--- config.mk ---
export PLATFORM = sky130hd
export DESIGN_NAME = clock_control
export DESIGN_NICKNAME = d
export VERILOG_FILES = /design/src/rtl/clock_control_pkg.sv /design/src/rtl/clock_control_button_debounce.sv /design/src/rtl/clock_control.sv
export SDC_FILE = /design/constraint.sdc
export NUM_CORES = 1
export LEC_CHECK = 0
export BUFFER_PORTS_ARGS = -buffer_cell sky130_fd_sc_hd__buf_4
export CAP_MARGIN = 15
export CELL_PAD_IN_SITES_DETAIL_PLACEMENT = 1
export CELL_PAD_IN_SITES_GLOBAL_PLACEMENT = 1
export CORE_MARGIN = 5
export CORE_UTILIZATION = 41
export DETAILED_ROUTE_END_ITERATION = 7
export GPL_ROUTABILITY_DRIVEN = 0
export MAX_ROUTING_LAYER = met4
export PLACE_DENSITY = 0.81
export SKIP_LAST_GASP = 1
export SLEW_MARGIN = 40
export SYNTH_ARGS = -nofsm -noshare
export SYNTH_HDL_FRONTEND = slang
export SYNTH_SLANG_ARGS = --single-unit
--- constraint.sdc ---
create_clock -name clk_in -period 1.9 [get_ports clk_in]
set_input_delay 0.285 -clock clk_in [delete_from_list [all_inputs] [get_ports clk_in]]
set_output_delay 0.285 -clock clk_in [all_outputs]
set_load 0.02 [all_outputs]
--- src/rtl/clock_control_pkg.sv ---
// -----------------------------------------------------------------------------
// clock_ctrl_pkg
// Shared definitions for the CPU clock-enable controller: the state encoding
// used by the controller FSM and the default parameter values used by the
// top level and the button conditioning sub-module.
// -----------------------------------------------------------------------------
package clock_ctrl_pkg;

    typedef enum logic [1:0] {
        IDLE  = 2'd0,
        RUN   = 2'd1,
        STEP  = 2'd2,
        BURST = 2'd3
    } state_t;

    localparam int DEF_DIV_WIDTH       = 24;
    localparam int DEF_DEBOUNCE_CYCLES = 50000;
    localparam int DEF_BURST_WIDTH     = 8;
    localparam int DEF_COUNT_WIDTH     = 32;

endpackage

--- src/rtl/clock_control_button_debounce.sv ---
// -----------------------------------------------------------------------------
// button_debounce
// Conditions one active-low asynchronous pushbutton: 2-flop synchroniser,
// debouncer that accepts a new level only after DEBOUNCE_CYCLES consecutive
// equal samples, and a one-cycle press event on a 1->0 accepted transition.
// Ports:
//   clk_in    board clock
//   reset     asynchronous active-low reset
//   button    raw pushbutton level (0 = pressed)
//   press_evt registered one-cycle pulse when a press is accepted
// -----------------------------------------------------------------------------
module button_debounce
    import clock_ctrl_pkg::*;
#(
    parameter int DEBOUNCE_CYCLES = DEF_DEBOUNCE_CYCLES
)(
    input  logic clk_in,
    input  logic reset,
    input  logic button,
    output logic press_evt
);

    localparam int CNT_W = (DEBOUNCE_CYCLES > 1) ? $clog2(DEBOUNCE_CYCLES) : 1;
    localparam logic [CNT_W-1:0] CNT_LAST = CNT_W'(DEBOUNCE_CYCLES - 1);

    logic             sync1_r;
    logic             sync2_r;
    logic             level_r;
    logic             press_r;
    logic [CNT_W-1:0] cnt_r;

    // Synchroniser; resets to the released level so no false edge follows reset.
    always_ff @(posedge clk_in or negedge reset) begin
        if (!reset) begin
            sync1_r <= 1'b1;
            sync2_r <= 1'b1;
        end else begin
            sync1_r <= button;
            sync2_r <= sync1_r;
        end
    end

    // Debouncer: any sample equal to the accepted level restarts the count.
    always_ff @(posedge clk_in or negedge reset) begin
        if (!reset) begin
            level_r <= 1'b1;
            cnt_r   <= {CNT_W{1'b0}};
            press_r <= 1'b0;
        end else if (sync2_r == level_r) begin
            cnt_r   <= {CNT_W{1'b0}};
            press_r <= 1'b0;
        end else if (cnt_r == CNT_LAST) begin
            level_r <= sync2_r;
            cnt_r   <= {CNT_W{1'b0}};
            press_r <= ~sync2_r;
        end else begin
            cnt_r   <= cnt_r + CNT_W'(1);
            press_r <= 1'b0;
        end
    end

    assign press_evt = press_r;

endmodule

--- src/rtl/clock_control.sv ---
// -----------------------------------------------------------------------------
// clock_control
// Generates a glitch-free one-cycle clock enable for the CPU datapath from the
// board oscillator, with free-run, single-step and N-cycle burst modes, a
// programmable divider, halt-stop and a retired-cycle counter.
// Ports:
//   clk_in        board oscillator (only clock)
//   reset         asynchronous active-low reset
//   start_button  active-low pushbutton, asynchronous
//   step_button   active-low pushbutton, asynchronous
//   manual_clock  mode switch, 0 = step/burst, 1 = free-run; asynchronous
//   halt_in       CPU halt request, synchronous
//   div_ratio     enable period in clk_in cycles minus one
//   burst_len     enables per burst
//   cpu_clk_en    registered one-cycle enable to the CPU
//   running       registered, high in RUN or BURST
//   cycle_count   number of enables since reset (wraps)
// -----------------------------------------------------------------------------
module clock_control
    import clock_ctrl_pkg::*;
#(
    parameter int DIV_WIDTH       = DEF_DIV_WIDTH,
    parameter int DEBOUNCE_CYCLES = DEF_DEBOUNCE_CYCLES,
    parameter int BURST_WIDTH     = DEF_BURST_WIDTH,
    parameter int COUNT_WIDTH     = DEF_COUNT_WIDTH
)(
    input  logic                   clk_in,
    input  logic                   reset,
    input  logic                   start_button,
    input  logic                   step_button,
    input  logic                   manual_clock,
    input  logic                   halt_in,
    input  logic [DIV_WIDTH-1:0]   div_ratio,
    input  logic [BURST_WIDTH-1:0] burst_len,
    output logic                   cpu_clk_en,
    output logic                   running,
    output logic [COUNT_WIDTH-1:0] cycle_count
);

    state_t                 state_r;
    logic                   en_r;
    logic                   running_r;
    logic [DIV_WIDTH-1:0]   div_cnt_r;
    logic [BURST_WIDTH-1:0] burst_cnt_r;
    logic [COUNT_WIDTH-1:0] count_r;
    logic                   man_sync1_r;
    logic                   man_sync2_r;
    logic                   man_prev_r;
    logic                   start_evt_s;
    logic                   step_evt_s;
    logic                   tick_s;
    logic                   mode_chg_s;

    button_debounce #(.DEBOUNCE_CYCLES(DEBOUNCE_CYCLES)) u_start (
        .clk_in    (clk_in),
        .reset     (reset),
        .button    (start_button),
        .press_evt (start_evt_s)
    );

    button_debounce #(.DEBOUNCE_CYCLES(DEBOUNCE_CYCLES)) u_step (
        .clk_in    (clk_in),
        .reset     (reset),
        .button    (step_button),
        .press_evt (step_evt_s)
    );

    // Mode switch synchroniser plus one-cycle history for change detection.
    always_ff @(posedge clk_in or negedge reset) begin
        if (!reset) begin
            man_sync1_r <= 1'b0;
            man_sync2_r <= 1'b0;
            man_prev_r  <= 1'b0;
        end else begin
            man_sync1_r <= manual_clock;
            man_sync2_r <= man_sync1_r;
            man_prev_r  <= man_sync2_r;
        end
    end

    assign mode_chg_s = man_sync2_r ^ man_prev_r;
    // Equality against the live ratio: a lowered ratio below the current
    // count is only reached after the counter wraps at its maximum.
    assign tick_s     = (div_cnt_r == div_ratio);

    // Controller FSM with divider, burst counter and registered outputs.
    always_ff @(posedge clk_in or negedge reset) begin
        if (!reset) begin
            state_r     <= IDLE;
            running_r   <= 1'b0;
            en_r        <= 1'b0;
            div_cnt_r   <= {DIV_WIDTH{1'b0}};
            burst_cnt_r <= {BURST_WIDTH{1'b0}};
        end else begin
            en_r <= 1'b0;
            if (halt_in || mode_chg_s) begin
                state_r   <= IDLE;
                running_r <= 1'b0;
            end else begin
                case (state_r)
                    IDLE: begin
                        if (start_evt_s) begin
                            div_cnt_r <= {DIV_WIDTH{1'b0}};
                            if (man_sync2_r) begin
                                state_r   <= RUN;
                                running_r <= 1'b1;
                            end else begin
                                state_r   <= STEP;
                                running_r <= 1'b0;
                            end
                        end else if (step_evt_s && !man_sync2_r &&
                                     (burst_len != {BURST_WIDTH{1'b0}})) begin
                            state_r     <= BURST;
                            running_r   <= 1'b1;
                            burst_cnt_r <= burst_len;
                            div_cnt_r   <= {DIV_WIDTH{1'b0}};
                        end else begin
                            state_r   <= IDLE;
                            running_r <= 1'b0;
                        end
                    end
                    RUN: begin
                        if (start_evt_s) begin
                            state_r   <= IDLE;
                            running_r <= 1'b0;
                        end else if (tick_s) begin
                            en_r      <= 1'b1;
                            div_cnt_r <= {DIV_WIDTH{1'b0}};
                        end else begin
                            div_cnt_r <= div_cnt_r + DIV_WIDTH'(1);
                        end
                    end
                    STEP: begin
                        en_r      <= 1'b1;
                        state_r   <= IDLE;
                        running_r <= 1'b0;
                    end
                    BURST: begin
                        if (start_evt_s) begin
                            state_r   <= IDLE;
                            running_r <= 1'b0;
                        end else if (tick_s) begin
                            en_r        <= 1'b1;
                            div_cnt_r   <= {DIV_WIDTH{1'b0}};
                            burst_cnt_r <= burst_cnt_r - BURST_WIDTH'(1);
                            // Last enable of the burst leaves together with the pulse.
                            if (burst_cnt_r == BURST_WIDTH'(1)) begin
                                state_r   <= IDLE;
                                running_r <= 1'b0;
                            end else begin
                                state_r   <= BURST;
                                running_r <= 1'b1;
                            end
                        end else begin
                            div_cnt_r <= div_cnt_r + DIV_WIDTH'(1);
                        end
                    end
                    default: begin
                        state_r   <= IDLE;
                        running_r <= 1'b0;
                    end
                endcase
            end
        end
    end

    // Retired-cycle counter, wraps naturally at its width.
    always_ff @(posedge clk_in or negedge reset) begin
        if (!reset) begin
            count_r <= {COUNT_WIDTH{1'b0}};
        end else if (en_r) begin
            count_r <= count_r + COUNT_WIDTH'(1);
        end else begin
            count_r <= count_r;
        end
    end

    assign cpu_clk_en  = en_r;
    assign running     = running_r;
    assign cycle_count = count_r;

endmodule

==> results.sh <==
export IMPL_outcome="finished, violations left"
export IMPL_violations="negative setup slack"
export IMPL_ys_seq_area_share_pct=49.6
export IMPL_synth_cell_types=50
export IMPL_dieWidth_um=127
export IMPL_grt_max_degree=49
export IMPL_cts_buffers_inserted=9
export IMPL_rows=42
export IMPL_finalPower_uw=5030
export IMPL_cts_sinks=110
export IMPL_grt_setup_unrepaired="true"
export IMPL_r2r_start="div_cnt_r[11]"
export IMPL_synth_edf_count=0
export IMPL_grt_total_usage_pct=22.2
export IMPL_timing_critical_path_buf_inv=3
export IMPL_final_antenna_net_count=0
export IMPL_cp_start_kind="register"
export IMPL_path_cells="buf_4 -> buf_4 -> and4_2 -> nand4_1 -> nor2_4 -> o211ai_1 -> buf_4 -> or3_1 -> a21oi_2"
export IMPL_synth_top_cells_by_area="dfrtp_1, xnor2_1, xor2_1"
export IMPL_top_layer="met4"
export IMPL_crit_path_end_kind="register"
export IMPL_syn_nets=600
export IMPL_viasPerCell=5.51
export IMPL_critPathKind="reg -> reg"
export IMPL_ir_drop_uv=361
export IMPL_r2r_end="div_cnt_r[18]"
export IMPL_synthFlopType="dfrtp_1"
export IMPL_fin_hold_ws_ns=0.0321
export IMPL_crit_fanout=5
export IMPL_synth_area_leader_cell="dfrtp_1"
export IMPL_slowest_stage="dfrtp_1"
export IMPL_drt_iter0_markers=342
export IMPL_hp_class="in -> reg"
export IMPL_fin_crit_sh_pct=114
export IMPL_finalNetCount=765
export IMPL_worstMarginPinSlew_ns=0.508
export IMPL_finalWorstSetupSlack_ns=-0.275
export IMPL_yosys_warnings=0
export IMPL_clockBufferDepth=2
export IMPL_htreeDepth=3
export IMPL_die_area_um2=16000
export IMPL_overflow=0
export IMPL_met2WireLength_mm=10.1
export IMPL_clk_latency_ns=0.36
export IMPL_avgSynthCellArea_um2=10.0
export IMPL_finalClockSkew_ns=0.0146
export IMPL_min_period_ns=2.17
export IMPL_ys_ff_latch=110
export IMPL_p_per_area_nw_per_um2=643
export IMPL_final_common_cell="buf_4"
export IMPL_cts_tree="built"
export IMPL_grt_pass1_wl_mm=27.9
export IMPL_die_y_um=127
export IMPL_async_reset_ff_share_pct=100
export IMPL_max_slew_margin_pct=66.0
export IMPL_start_util_pct=41.9
export IMPL_antenna_found_initial=0
export IMPL_finalHoldViolations=0
export IMPL_wl_met3_um=597
export IMPL_synth_cells=556
export IMPL_clock_fmax_mhz=460
export IMPL_timing_critical_path_mode_cell="buf_4"
export IMPL_ios=72
export IMPL_drive_gt1_share_pct=35.4
export IMPL_reg2regPathDepth=9
export IMPL_cpPeakStageDelay_ns=0.36
export IMPL_setup_viol=32
export IMPL_cp_arrival_ns=2.46
export IMPL_final_cell_mix="buf_4, dfrtp_1, nor2_1"
export IMPL_netlist_area_um2=5570
export IMPL_dp_hpwl_mm=11.9
export IMPL_grt_pass1_vias=5451
export IMPL_first_pass_iters=4
export IMPL_leakagePower_uw=0.00356
export IMPL_core_um2=13300
export IMPL_synth_top_area_share_pct=46.7
export IMPL_timing_critical_path_from="div_cnt_r[11]"
export IMPL_path_delay_family="simple AND/OR/NAND/NOR gates"
export IMPL_drv_slew=0
export IMPL_whs_endpoint="u_step.sync1_r"
export IMPL_drcViolationCount=0
export IMPL_n_antenna_cell=0
export IMPL_hold_path_depth=1
export IMPL_wl_per_cell_um=20.7
export IMPL_worstHoldStart="step_button"
export IMPL_area_growth_pct=40.5
export IMPL_drv_cap=0
export IMPL_portBuffers=71
export IMPL_root_buffer="clkbuf_16"
export IMPL_vias=4973
export IMPL_wirelength_mm=18.7
export IMPL_rrSetupSlack_ns=-0.27
export IMPL_wl_met1_mm=7.39
export IMPL_clkSlewWorstSetupHoldPaths_ns=0.08
export IMPL_cp_data_required_time_ns=2.19
==> cell usage after synthesis (7+ instances only) <==
library cell / number
nor3_1: 16
nor2_1: 70
xnor2_1: 63
nand2_1: 55
and3_1: 21
inv_1: 10
and4_1: 7
a21oi_1: 9
nand3_1: 42
nand4_1: 19
dfrtp_1: 104
xor2_1: 32
o21ai_0: 12
==> final cells by class <==
class	count	area, um2
repair buffers	168	1360
fillers	1419	5470
well taps	176	220
clock buffers	11	233
inverters	10	37.5
multi-input cells	422	3120
clock inverters	5	88.8
flip-flops and latches	110	2760
==> power by group <==
part / internal (uW) / total, uW / switching (uW)
Clock: 1180 / 2090 / 912
Combinational: 244 / 494 / 250
Sequential: 2390 / 2450 / 55.8
==> per-layer routing <==
layer | up-vias | GRT usage [%]
met4 | 0 | 6.81
li1 | 2279 | -
met2 | 118 | 39.0
met3 | 39 | 3.24
met5 | - | -
met1 | 2537 | 26.2
==> kinds of logic after synthesis <==
kind of cell,count (synthesis),synth area share [%]
xor+xnor,95,14.9
compound gates,62,8.85
simple gates,256,22.8
flops,110,49.6
buf+inv,24,1.91
fa+ha+maj,6,1.35
mux,3,0.606
==> worst max path at each step <==
stage / end / slack, ns / depth (start not counted)
after CTS: div_cnt_r[11] / -0.17 / 6
after global routing: div_cnt_r[18] / -0.31 / 9
after global placement: div_cnt_r[10] / -0.28 / 8
final: div_cnt_r[18] / -0.27 / 9
after detailed placement: div_cnt_r[10] / -0.28 / 8
after floorplan: div_cnt_r[13] / -0.16 / 7
==> stage by stage <==
stage / setup TNS [ns] / instance area (um2) / worst slack, ns / cells / util (%)
6_report: -3.99 / 7830 / -0.275 / 902 / 58.9
5_1_grt: -6.34 / 7830 / -0.312 / 902 / 58.9
4_1_cts: -1.57 / 7470 / -0.169 / 893 / 56.2
3_5_place_dp: -6.27 / 6850 / -0.279 / 862 / 51.5
3_3_place_gp: -3.25 / 6850 / -0.284 / 862 / 51.5
2_1_floorplan: -1.70 / 5590 / -0.161 / 556 / -
==> registers in the layout (all words and copies together) (netlist names) <==
signal and cells:
div_cnt_r 24, man_prev_r 1, u_start.press_evt 1, burst_cnt_r 8, cpu_clk_en 1, u_start.sync2_r 1
u_step.level_r 1, u_step.cnt_r 16, u_step.press_evt 1, u_start.sync1_r 1, man_sync1_r 1, u_step.sync1_r 1
u_start.level_r 1, cycle_count 32, u_step.sync2_r 1, state_r 2, u_start.cnt_r 16, man_sync2_r 1
==> what timing repair did <==
action	4_1_cts	5_1_grt
resized for setup	35	61
hold endpoints to repair	16	0
pin swaps	23	25
hold buffers	1	0
endpoints found under the setup margin	39	41
buffers inserted	14	10
No activity file was read; power rests on OpenSTA's default activity.
